<file path="src/rtl/router_pkg.sv">
// Shared definitions for the router output drain: header field layout,
// drain FSM states and the beat record held in the skid buffer.
package router_pkg;

    localparam int LEN_MSB  = 7;
    localparam int LEN_LSB  = 2;
    localparam int ADDR_MSB = 1;
    localparam int BEAT_W   = 11;

    typedef enum logic {
        ST_IDLE,
        ST_BODY
    } state_t;

    typedef struct packed {
        logic       perr;
        logic       eop;
        logic       sop;
        logic [7:0] data;
    } beat_t;

    function automatic logic [LEN_MSB-LEN_LSB:0] hdr_len(input logic [7:0] hdr);
        return hdr[LEN_MSB:LEN_LSB];
    endfunction

    function automatic logic [ADDR_MSB:0] hdr_addr(input logic [7:0] hdr);
        return hdr[ADDR_MSB:0];
    endfunction

endpackage

</file>
<file path="src/rtl/router_skid2.sv">
// Two-entry skid buffer of beats; the head entry is presented directly
// from storage so the beat outputs are registered.
module router_skid2
    import router_pkg::*;
(
    input  logic       clock,
    input  logic       resetn,
    input  logic       flush,
    input  logic       push,
    input  beat_t      din,
    input  logic       pop,
    output beat_t      head,
    output logic       head_vld,
    output logic [1:0] occ
);

    logic [BEAT_W-1:0] ent0;
    logic [BEAT_W-1:0] ent1;
    logic              do_pop;

    assign do_pop   = pop && (occ != 2'd0);
    assign head     = beat_t'(ent0);
    assign head_vld = (occ != 2'd0);

    // Push into the first free slot; a pop shifts entry 1 forward.
    always_ff @(posedge clock or negedge resetn) begin
        if (!resetn) begin
            ent0 <= '0;
            ent1 <= '0;
            occ  <= 2'd0;
        end else if (flush) begin
            ent0 <= '0;
            ent1 <= '0;
            occ  <= 2'd0;
        end else begin
            case ({push, do_pop})
                2'b10: begin
                    if (occ == 2'd0) begin
                        ent0 <= din;
                    end else begin
                        ent1 <= din;
                    end
                    occ <= occ + 2'd1;
                end
                2'b01: begin
                    ent0 <= ent1;
                    ent1 <= '0;
                    occ  <= occ - 2'd1;
                end
                2'b11: begin
                    if (occ == 2'd1) begin
                        ent0 <= din;
                    end else begin
                        ent0 <= ent1;
                        ent1 <= din;
                    end
                end
                default: begin
                end
            endcase
        end
    end

endmodule

</file>
<file path="src/rtl/router_out_drain.sv">
// Drains one router output FIFO, frames bytes into sop/payload/eop beats,
// checks parity and flushes the FIFO when the destination stalls too long.
module router_out_drain
    import router_pkg::*;
#(
    parameter int TIMEOUT = 30,
    parameter int TO_W    = 5
) (
    input  logic       clock,
    input  logic       resetn,
    input  logic       fifo_empty,
    input  logic [7:0] fifo_dout,
    output logic       read_enb,
    output logic       soft_reset,
    input  logic       dst_ready,
    output logic [7:0] dout,
    output logic       dout_vld,
    output logic       dout_sop,
    output logic       dout_eop,
    output logic       dout_perr,
    output logic       pkt_dropped
);

    logic            inflight;
    logic [1:0]      occ;
    logic            pop;
    logic            capture;
    logic            stalled;
    logic [2:0]      credit_used;
    beat_t           head;
    beat_t           beat_in;
    state_t          state;
    state_t          state_nxt;
    logic [6:0]      remaining;
    logic [6:0]      remaining_nxt;
    logic [7:0]      acc;
    logic [7:0]      acc_nxt;
    logic [TO_W-1:0] stall_cnt;

    assign pop         = dout_vld && dst_ready;
    assign stalled     = dout_vld && !dst_ready;
    assign capture     = inflight && !soft_reset;
    assign credit_used = {1'b0, occ} + {2'b00, inflight} - {2'b00, pop};
    // Gated by resetn so the strobe is also quiet while reset is held.
    assign read_enb    = resetn && !fifo_empty && !soft_reset && (credit_used < 3'd2);

    assign dout        = head.data;
    assign dout_sop    = head.sop;
    assign dout_eop    = head.eop;
    assign dout_perr   = head.perr;
    assign pkt_dropped = soft_reset;

    always_ff @(posedge clock or negedge resetn) begin
        if (!resetn) begin
            inflight <= 1'b0;
        end else begin
            inflight <= read_enb;
        end
    end

    always_ff @(posedge clock or negedge resetn) begin
        if (!resetn) begin
            state     <= ST_IDLE;
            remaining <= '0;
            acc       <= '0;
        end else if (soft_reset) begin
            state     <= ST_IDLE;
            remaining <= '0;
            acc       <= '0;
        end else begin
            state     <= state_nxt;
            remaining <= remaining_nxt;
            acc       <= acc_nxt;
        end
    end

    // remaining counts bytes still owed after the header, parity included.
    always_comb begin
        state_nxt     = state;
        remaining_nxt = remaining;
        acc_nxt       = acc;
        beat_in       = '0;
        beat_in.data  = fifo_dout;
        if (capture) begin
            case (state)
                ST_IDLE: begin
                    beat_in.sop   = 1'b1;
                    remaining_nxt = {1'b0, hdr_len(fifo_dout)} + 7'd1;
                    acc_nxt       = fifo_dout;
                    state_nxt     = ST_BODY;
                end
                ST_BODY: begin
                    if (remaining == 7'd1) begin
                        beat_in.eop   = 1'b1;
                        beat_in.perr  = (fifo_dout != acc);
                        remaining_nxt = '0;
                        state_nxt     = ST_IDLE;
                    end else begin
                        remaining_nxt = remaining - 7'd1;
                        acc_nxt       = acc ^ fifo_dout;
                    end
                end
                default: begin
                    state_nxt = ST_IDLE;
                end
            endcase
        end
    end

    // The flush pulse fires in the cycle after the TIMEOUT-th stalled cycle.
    always_ff @(posedge clock or negedge resetn) begin
        if (!resetn) begin
            stall_cnt  <= '0;
            soft_reset <= 1'b0;
        end else begin
            soft_reset <= !soft_reset && stalled && (stall_cnt == TO_W'(TIMEOUT - 1));
            if (soft_reset || !stalled) begin
                stall_cnt <= '0;
            end else begin
                stall_cnt <= stall_cnt + 1'b1;
            end
        end
    end

    router_skid2 u_skid (
        .clock    (clock),
        .resetn   (resetn),
        .flush    (soft_reset),
        .push     (capture),
        .din      (beat_in),
        .pop      (pop),
        .head     (head),
        .head_vld (dout_vld),
        .occ      (occ)
    );

endmodule

</file>
<file path="config.mk">
export PLATFORM = sky130hd
export DESIGN_NAME = router_out_drain
export DESIGN_NICKNAME = d
export VERILOG_FILES = /design/src/rtl/router_pkg.sv /design/src/rtl/router_skid2.sv /design/src/rtl/router_out_drain.sv
export SDC_FILE = /design/constraint.sdc
export NUM_CORES = 1
export LEC_CHECK = 0
export CORE_MARGIN = 5
export CORE_UTILIZATION = 55
export CTS_BUF_LIST = sky130_fd_sc_hd__clkbuf_16
export CTS_CLUSTER_DIAMETER = 100
export CTS_CLUSTER_SIZE = 14
export DETAILED_ROUTE_END_ITERATION = 8
export PLACE_DENSITY_LB_ADDON = 0.3
export SLEW_MARGIN = 20
export SYNTH_ARGS = -nofsm -noshare
export SYNTH_HDL_FRONTEND = slang
export SYNTH_HIERARCHICAL = 1
export SYNTH_SLANG_ARGS = --single-unit
</file>
<file path="constraint.sdc">
create_clock -name clock -period 5.5 [get_ports clock]
set_input_delay 1.65 -clock clock [delete_from_list [all_inputs] [get_ports clock]]
set_output_delay 1.65 -clock clock [all_outputs]
set_load 0.1 [all_outputs]
</file>
# Yosys cells after proc, flatten, opt, wreduce, memory -nomap -nowiden
# Cells that the tools add are included.
op_classes:
  addsub: 7
  n_lt_le_gt_ge: 1
  eq_ne: 11
  muxes: 27
  n_bitwise: 2
  reduce_logical: 22
op_table:
  columns: ["op", "n"]
  rows:
  - ["$mux W11", 6]
  - ["$pmux W11 S3", 2]
  - ["$mux W8", 3]
  - ["$mux W7", 3]
  - ["$pmux W8 S2", 1]
  - ["$pmux W7 S2", 1]
  - ["$logic_and A1 B1 Y1", 9]
  - ["$ne A3 B3 Y1 const B", 3]
  - ["$ne A8 B8 Y1", 1]
  - ["$xor A8 B8 Y8", 1]
  - ["$add A6 B1 Y7 const B", 1]
  - ["$eq A7 B1 Y1 const B", 1]
  - ["$sub A7 B1 Y7 const B", 1]
  - ["$mux W2", 3]
  - ["$add A5 B1 Y5 const B", 1]
  - ["$eq A5 B5 Y1 const B", 1]
  - ["$mux W5", 1]
  - ["$eq A2 B1 Y1 const B", 2]
  - ["$eq A2 B2 Y1 const B", 2]
  - ["$logic_not A1 Y1", 4]
  - ["$mux W1", 4]
  - ["$pmux W2 S2", 1]
  - ["$reduce_and A2 Y1", 2]
  - ["$reduce_bool A2 Y1", 2]
  - ["other kinds (14)", 14]
word_totals:
  regBits: 47
  output_inout_bits: 15
  word_cells: 79

# Logic depth before layout (Yosys ltp)
# Gate-level depths: netlist of the first run.
logic_depth:
  word_depth: 7
  ltp_mapped: 12
  mapped_depth_nobuf: 11

# Cells and area by module
# Netlist of the first run, hierarchy kept.
by_module_without_submodules:
  columns: ["mod", "instances", "cells_per_inst", "area_per_inst_um2", "seq_area_each_um2"]
  rows:
  - ["router_out_drain", 1, 175, 1490.2, 575.6]
  - ["router_skid2", 1, 135, 1277.5, 600.6]

# Worst setup path before layout of the first run
# No wires, ideal clock.
synth_path:
  path_kind: "in2out"
  from: "input port dst_ready"
  to: "output port read_enb"
  arrival_time_ns: 5.613
  required_ns: 3.850
  path_slack_ns: -1.763
  cell_stages: 6
  n_path_buf: 0
  path_cell_list: "and2_1 > ha_1 > nand2b_1 > fa_1 > nand2_1 > nor4_1"
synth_via:
  elab_chain_cells: 4
synth_lines:
  columns: ["item", "line", "rtl"]
  rows:
  - ["start: declaration", "router_out_drain.sv:15", "input logic dst_ready,"]
  - ["$logic_and A1 B1 Y1", "router_out_drain.sv:40", "assign pop = dout_vld && dst_ready;"]
  - ["$sub A3 B1 Y3", "router_out_drain.sv:43", "assign credit_used = {1'b0, occ} + {2'b00, inflight} - {2'b00, pop};"]
  - ["$lt A3 B2 Y1", "router_out_drain.sv:45", "assign read_enb = resetn && !fifo_empty && !soft_reset && (credit_used < 3'd2);"]
  - ["$logic_and A1 B1 Y1", "router_out_drain.sv:45", null]
  - ["end: declaration", "router_out_drain.sv:13", "output logic read_enb,"]
# Every way passes these cells.

# Worst setup path after layout of the first run
layout_path:
  from: "input port dst_ready"
  to: "output port read_enb"
layout_via:
  elab_chain_cells: 4
layout_lines:
  columns: ["item", "line", "rtl"]
  rows:
  - ["$logic_and A1 B1 Y1", "router_out_drain.sv:40", null]
  - ["via pop", "router_out_drain.sv:26", "logic pop;"]
  - ["$sub A3 B1 Y3", "router_out_drain.sv:43", null]
  - ["$lt A3 B2 Y1", "router_out_drain.sv:45", null]
  - ["$logic_and A1 B1 Y1", "router_out_drain.sv:45", null]
# The timed path passes the listed nets, and every way through them passes these cells.

==> run_results.csv, run 1 <==
group,metric,value,unit
logic_synthesis,seq_area_frac_synth,0.425,
clocking,cts-root-buf,"clkbuf_16",
timing,finalSetupViolCount,0,
global_routing,grt_pass1_wl,10100,um
layout,areaGrowthSynthToFinish,17.0,%
layout,stdcell_count,399,
place,dp.cells,390,
timing,drv_slew,0,
place,dp_hpwl,4340,um
logic_synthesis,synth.distinct_cells,52,
logic_synthesis,ys_seq_elements,47,
layout,mostFrequentLayoutCells,"51 x nand2_1, 47 x dfrtp_1, 27 x nor2_1",
die,start_util,0.575,
die,die_y,80.9,um
worst_hold_path,holdCritStartpoint,"u_skid/head[9]",
power_and_ir_drop,power,1980,uW
logic_synthesis,synth_edf_count,0,
drt,route.detailed.drc,0,
worst_setup_path,required,3.85,ns
timing,hold_viol_final,0,
worst_setup_path,setup.worst_path.end_class,"output port",
logic_synthesis,synth-main-ff-cell,"dfrtp_1",
worst_setup_path,crit_chain,"dlymetal6s2s_1 -> and2_4 -> ha_1 -> nand2b_4 -> fa_1 -> nand2_2 -> nor4_4 -> buf_12",
drt,avgViaCountPerCell,5.65,
timing,tns,0,ns
clocking,hold_buffers,0,
drt,first_iter_violations,185,
drt,firstDrtPassIters,4,
global_routing,grt_antenna_before_repair,0,
worst_setup_path,slowest_stage,"fa_1",
drt,vias,2256,
worst_setup_path,reg2reg_to,"u_skid/head[3]",
logic_synthesis,synthCells,310,
drt,antenna_left,0,
worst_setup_path,critPathLaunch,"dst_ready",
worst_hold_path,min_to,"u_skid/head[9]",
run,drv_cap,0,
clocking,cts.sinks,47,
logic_synthesis,async_flop_share,1.00,
drt,drt-total-wl,6200,um
logic_synthesis,syn_nets,336,
layout,drive_gt1_frac,0.0994,
die,core,4820,um2
timing,hold-worst-slack,0.478,ns
die,fp-row-count,25,
power_and_ir_drop,p_leak,0.00141,uW
worst_setup_path,crit_family,"adder cells",
power_and_ir_drop,irDropWorstVdd,0.321,mV
clocking,cts_tree,"done",
timing,rsz0062_at_grt,"no",
global_routing,grt_pass1_vias,2198,
place,gp_congestion,0.860,
clocking,insertion_delay,0.29,ns
timing,fin_crit_sh,0.942,
worst_hold_path,worstHoldPathType,"reg2reg",
worst_setup_path,crit_fanout,2,
clocking,cts_buffers,5,
logic_synthesis,yosys_warnings,6,
clocking,htree_levels,2,
global_routing,grt_use_total,0.200,
worst_setup_path,worst_ep_arrival_time,3.53,ns
layout,finish.utilization,0.672,
worst_setup_path,r2r_setup_slack,2.41,ns
die,pin_count,27,
layout,nets,357,
global_routing,gr-total-overflow,0,
power_and_ir_drop,power_density,612,nW/um2
place,portBuffers,26,
logic_synthesis,synth.avg_cell_area,8.93,um2
timing,fin_crit,5.18,ns
worst_setup_path,cp_num_buf_inv,2,
layout,num_antenna_cells,0,
global_routing,grt_max_degree,48,
timing,clock_skew,0.00886,ns
layout,fillers,402,
clocking,clockBufferDepth,2,
worst_setup_path,timing.rr.start,"u_skid/occ[1]",
outcome,outcome,"completed",
worst_setup_path,worstSetupStartpointType,"primary input",
worst_setup_path,max_stage_delay,0.54,ns
die,die_w,80.9,um
layout,final_common_cell,"nand2_1",
die,dieArea,6550,um2
timing,slew_headroom,0.349,
logic_synthesis,syn_area,2770,um2
worst_setup_path,path_class,"in2out",
drt,wire_per_inst,15.5,um
worst_setup_path,worstRegToRegCells,11,
timing,worstMarginPinSlew,0.974,ns
timing,max_freq,193,MHz
clocking,clkTransAtPathRegs,0.07,ns
worst_hold_path,holdPathStages,2,
[registers in the layout, indices dropped and copies added (netlist names)]
name	count
u_skid/occ	2
u_skid/ent1	11
stall_cnt	5
acc	8
pkt_dropped	1
inflight	1
u_skid/head	11
remaining	7
state	1
[cells by family (layout without fill, tap and decap cells)]
group | after synthesis | count (layout) | share of synthesized area
mux | 2 | 2 | 0.00814
flops | 47 | 47 | 0.425
buf+inv | 32 | 54 | 0.0502
fa+ha+maj | 14 | 14 | 0.0660
compound gates | 83 | 83 | 0.207
simple gates | 115 | 115 | 0.190
xor+xnor | 17 | 17 | 0.0538
[metal layers]
metal  global-route usage  vias up  routed length [um]
met5                    0        -                   0
met4               0.0591        0                  46
met3               0.0488        6                 417
met2                0.330       76                3090
met1                0.262     1065                2650
li1                     -     1109                   -
[tightest hold or removal path, stage by stage (launching register included)]
cell and delay, ns:
dfrtp_1 0.34, nand2_1 0.06, o21ai_2 0.05
[area by class of cell]
| type | count | area [um2] | share of cell area |
|---|---|---|---|
| tap | 67 | 83.8 | 0.0259 |
| multi-input combinational | 231 | 1480 | 0.457 |
| sequential | 47 | 1180 | 0.363 |
| clock inverter | 3 | 20.0 | 0.00618 |
| inverter | 17 | 63.8 | 0.0197 |
| clock buffer | 5 | 125 | 0.0386 |
| timing repair buffer | 29 | 290 | 0.0896 |
[where the power goes]
part	total, uW	internal (uW)	switching, uW
Clock	296	168	128
Combinational	1080	350	729
Sequential	608	480	128
[metrics by stage]
step | cell area [um2] | worst slack [ns]
final | 3240 | 0.320
after detailed placement | 3070 | 0.106
after global routing | 3240 | 0.251
after CTS | 3220 | 0.103
after floorplan | 2780 | 0.0476
after global placement | 3070 | 0.157
[worst max-delay path by stage]
stage,depth (start not counted),end
after floorplan,6,read_enb
after global routing,8,read_enb
after detailed placement,8,read_enb
after CTS,8,read_enb
final,8,read_enb
after global placement,8,read_enb
[Yosys cell counts, drive strengths merged (4+ instances only)]
cell type,number,area (um2)
inv,17,63.8
ha,13,163
nand2,52,195
clkbuf,8,30.0
a21oi,15,78.8
dfrtp,47,1180
buf,7,45.0
xnor2,5,43.8
o21ai,34,208
nor2,27,101
nor4,4,25.0
a21o,4,30.0
nand3,12,60.1
nand2b,6,45.0
a22oi,9,67.6
xor2,12,105
[timing repair]
| action | 4_1_cts | 5_1_grt |
|---|---|---|
| hold endpoints to repair | 0 | 0 |
| setup buffers | 0 | 1 |
| gates resized for setup | 0 | 4 |
| setup endpoints to repair | 0 | 1 |
Note: power is estimated with default switching activity, not from simulation.
==> run 2: changes to the inputs <==
Settings changed: CORE_ASPECT_RATIO set to 1.75.
==> run_results.csv, run 2 (same netlist as run 1, synthesis figures left out) <==
group,metric,value,unit
outcome,outcome,"completed",
worst_setup_path,path_class,"in2out",
layout,areaGrowthSynthToFinish,18.0,%
drt,route.detailed.drc,0,
worst_setup_path,crit_cells,8,
drt,avgViaCountPerCell,5.98,
worst_setup_path,slowest_stage,"fa_1",
timing,fin_crit_sh,0.935,
layout,finish.utilization,0.662,
clocking,cts-root-buf,"clkbuf_16",
power_and_ir_drop,p_leak,0.00144,uW
worst_setup_path,required,3.85,ns
power_and_ir_drop,power_density,637,nW/um2
worst_setup_path,crit_end,"read_enb",
worst_setup_path,setup.worst_path.end_class,"output port",
drt,vias,2309,
global_routing,grt_use_total,0.200,
clocking,clkTransAtPathRegs,0.06,ns
place,dp_hpwl,4440,um
clocking,cts_buffers,5,
worst_setup_path,r2r_setup_slack,2.46,ns
worst_setup_path,worst_ep_arrival_time,3.49,ns
clocking,insertion_delay,0.28,ns
clocking,cts.sinks,47,
drt,wire_per_inst,16.4,um
place,portBuffers,26,
timing,slew_headroom,0.353,
timing,rsz0062_at_grt,"no",
die,fp-row-count,34,
place,gp_congestion,0.859,
layout,drive_gt1_frac,0.0994,
die,dieArea,6610,um2
layout,num_antenna_cells,0,
worst_setup_path,max_stage_delay,0.54,ns
timing,max_freq,195,MHz
drt,drt-total-wl,6330,um
global_routing,gr-total-overflow,0,
global_routing,grt_antenna_before_repair,0,
drt,antenna_left,0,
timing,hold_viol_final,0,
run,drv_cap,0,
worst_setup_path,crit_chain,"dlymetal6s2s_1 -> and2_4 -> ha_1 -> nand2b_4 -> fa_1 -> nand2_2 -> nor4_4 -> buf_12",
worst_setup_path,crit_fanout,2,
worst_setup_path,critPathLaunch,"dst_ready",
worst_setup_path,worstRegToRegCells,9,
power_and_ir_drop,irDropWorstVdd,0.576,mV
die,start_util,0.561,
global_routing,grt_pass1_vias,2248,
worst_setup_path,reg2reg_to,"u_skid/ent1[5]",
timing,worstMarginPinSlew,0.967,ns
layout,mostFrequentLayoutCells,"51 x nand2_1, 47 x dfrtp_1, 27 x nor2_1",
worst_setup_path,worstSetupStartpointType,"primary input",
drt,first_iter_violations,76,
layout,multi_input_area,1480,um2
clocking,htree_levels,2,
global_routing,grt_pass1_wl,10800,um
layout,fillers,397,
timing,finalSetupViolCount,0,
timing,drv_slew,0,
worst_setup_path,timing.rr.start,"u_skid/occ[1]",
layout,nets,357,
layout,ff_latch_area,1180,um2
timing,tns,0,ns
die,core,4930,um2
drt,firstDrtPassIters,5,
worst_hold_path,worstHoldPathType,"reg2reg",
global_routing,grt_max_degree,48,
die,pin_count,27,
clocking,cts_tree,"done",
clocking,clockBufferDepth,2,
die,die_w,63.6,um
worst_setup_path,crit_family,"adder cells",
timing,clock_skew,0.00664,ns
layout,final_common_cell,"nand2_1",
die,die_y,104,um
worst_setup_path,cp_num_buf_inv,2,
timing,fin_crit,5.14,ns
## run 2: cell count changes in the layout (fill, tap and decap cells not counted)
cell	change
clkinvlp_4	-1
clkinv_4	-1
clkinv_1	-1
inv_1	+1
bufinv_16	+2
## run 2: worst reg2reg max path: stages (launching register included)
cell,delay (ns)
dfrtp_1,0.47
inv_1,0.12
ha_1,0.24
inv_1,0.10
and2_4,0.14
nor2b_1,0.31
ha_1,0.41
nand2_1,0.15
a31oi_2,0.73
o21ai_0,0.22
## run 2: power by group
part	switching, uW	internal [uW]
Combinational	732	354
Sequential	129	480
Clock	127	259
## run 2: worst min path at each step
stage	start	endpoint	slack (ns)	cells after the start
2_1_floorplan	u_skid/ent1[6]	u_skid/ent1[6]	0.45	2
3_3_place_gp	u_skid/head[0]	u_skid/head[0]	0.46	2
3_5_place_dp	u_skid/head[2]	u_skid/head[2]	0.47	2
4_1_cts	u_skid/head[2]	u_skid/head[2]	0.48	2
5_1_grt	u_skid/head[7]	u_skid/head[7]	0.51	2
6_report	u_skid/head[2]	u_skid/head[2]	0.47	2
## run 2: final cells by class
class,instances,area share
Clock buffer,5,0.0383
Clock inverter,3,0.0195
Inverter,17,0.0195
Multi-Input combinational cell,231,0.453
Sequential cell,47,0.360
Tap cell,54,0.0207
Timing Repair Buffer,29,0.0889
## run 2: repair_timing
item                                    4_1_cts  5_1_grt
hold buffers                                  0        0
setup buffers                                 0        0
resized for setup                             0        4
endpoints found under the setup margin        0        1
## run 2: metrics by stage
step | cell area [um2] | instances | hold slack, ns | total power [uW] | setup slack, ns
2_1_floorplan | 2780 | 310 | 0.450 | 1450 | 0.0476
3_3_place_gp | 3060 | 378 | 0.460 | 1650 | 0.155
3_5_place_dp | 3060 | 378 | 0.466 | 1680 | 0.114
4_1_cts | 3250 | 386 | 0.481 | 2080 | 0.0593
5_1_grt | 3270 | 386 | 0.515 | 2230 | 0.280
6_report | 3270 | 386 | 0.474 | 2080 | 0.360
## run 2: layer usage
layer | track usage | up-vias | wire length, um | part of all wire
met5 | 0 | - | 0 | 0
met4 | 0.0802 | 0 | 125 | 0.020
met3 | 0.0249 | 11 | 189 | 0.030
met2 | 0.365 | 51 | 3550 | 0.56
met1 | 0.228 | 1135 | 2460 | 0.39
li1 | - | 1112 | - | -
==> run 3: changes to the inputs <==
Settings changed: DONT_BUFFER_PORTS set to 1.
Clock period 5.5 ns to 6.6 ns, I/O delays scaled along.
==> run_results.csv, run 3 (same netlist as run 1, synthesis figures left out) <==
group,metric,value,unit
global_routing,grt_max_degree,49,
clocking,cts_buffers,5,
power_and_ir_drop,irDropWorstVdd,0.476,mV
clocking,clkTransAtPathRegs,0.07,ns
worst_hold_path,worstHoldPathType,"reg2reg",
clocking,hold_buffers,0,
die,die_y,104,um
global_routing,grt_pass1_wl,10400,um
drt,first_iter_violations,111,
clocking,cts.sinks,47,
timing,worstMarginPinSlew,0.899,ns
clocking,cts_tree,"done",
power_and_ir_drop,power_density,548,nW/um2
drt,dr_wl_met3,245,um
clocking,insertion_delay,0.29,ns
clocking,htree_levels,2,
place,dp_hpwl,4370,um
timing,slew_headroom,0.401,
die,dieArea,6610,um2
clocking,post_cts_buffers,0,
timing,hold_viol_final,0,
worst_setup_path,path_class,"in2out",
die,die_w,63.6,um
layout,fillers,423,
run,drv_cap,0,
die,core,4930,um2
die,fp-row-count,34,
timing,tns,0,ns
drt,wire_per_inst,16.4,um
outcome,outcome,"completed",
global_routing,grt_use_total,0.194,
worst_setup_path,setup.worst_path.end_class,"output port",
timing,drv_slew,0,
drt,wl_met2,3300,um
layout,final_common_cell,"nand2_1",
timing,fin_crit_sh,0.854,
drt,wl_met1,2220,um
timing,max_freq,177,MHz
drt,route.detailed.drc,0,
place,portBuffers,0,
layout,areaGrowthSynthToFinish,8.36,%
global_routing,grt_antenna_before_repair,0,
drt,firstDrtPassIters,4,
timing,rsz0062_at_grt,"no",
timing,finalSetupViolCount,0,
layout,num_antenna_cells,0,
worst_setup_path,worstSetupStartpointType,"primary input",
drt,vias,2178,
place,gp_congestion,0.819,
die,start_util,0.561,
global_routing,grt_pass1_vias,2226,
clocking,ctsResizeCount,0,
timing,clock_skew,0.00685,ns
drt,antenna_left,0,
power_and_ir_drop,p_leak,0.00132,uW
die,pin_count,27,
worst_setup_path,crit_fanout,2,
timing,fin_crit,5.64,ns
clocking,clockBufferDepth,2,
worst_setup_path,required,4.62,ns
drt,avgViaCountPerCell,6.03,
layout,finish.utilization,0.608,
global_routing,gr-total-overflow,0,
clocking,cts-root-buf,"clkbuf_16",
worst_setup_path,worst_ep_arrival_time,3.66,ns
layout,nets,332,
layout,mostFrequentLayoutCells,"52 x nand2_1, 46 x dfrtp_1, 27 x nor2_1",
drt,drt-total-wl,5910,um
drt,top_layer,"met4",
layout,drive_gt1_frac,0.101,
-- run 3: stage by stage --
step	setup slack (ns)	cell area [um2]	hold slack (ns)	total power [uW]	instances
after CTS	0.955	3000	0.491	1660	361
after floorplan	0.488	2780	0.450	1210	310
final	0.960	3000	0.486	1640	361
after global placement	1.00	2810	0.462	1300	353
after detailed placement	0.954	2810	0.476	1320	353
after global routing	0.895	3000	0.515	1760	361
-- run 3: path summary, 6_finish.rpt --
path | start | end | slack, ns | cells past startpoint
worst max-delay path | dst_ready | read_enb | 0.96 | 7
worst min-delay path | u_skid/ent1[7] | u_skid/ent1[7] | 0.49 | 2
worst max register to register | pkt_dropped | u_skid/head[3] | 3.30 | 10
worst min register to register | u_skid/ent1[7] | u_skid/ent1[7] | 0.49 | 2
max in group asynchronous | resetn | pkt_dropped | 5.11 | 0
min in group asynchronous | resetn | u_skid/head[5] | 1.38 | 0
-- run 3: final cells by class --
cell class	instances	area [um2]	share of cell area
sequential	47	1180	0.393
tap	54	67.6	0.0225
inverter	17	63.8	0.0213
timing repair buffer	4	30.0	0.0100
multi-input combinational	231	1470	0.489
clock inverter	3	67.6	0.0225
clock buffer	5	125	0.0417
-- run 3: power by group --
| group | internal (uW) | leakage [uW] | switching (uW) | total [uW] |
|---|---|---|---|---|
| clock | 217 | 0.0000900 | 108 | 325 |
| sequential | 396 | 0.000601 | 296 | 692 |
| combinational | 235 | 0.000626 | 392 | 627 |
-- run 3: critical path: stages --
cell	delay, ns
and2_1	0.14
ha_1	0.26
nand2b_1	0.16
fa_1	0.50
nand2_1	0.08
nor4_4	0.20
buf_4	0.33
-- run 3: per-layer routing --
layer	up-vias	global-route usage
li1	1064	-
met5	-	0
met1	1049	0.213
met3	12	0.0412
met2	53	0.350
met4	0	0.0773
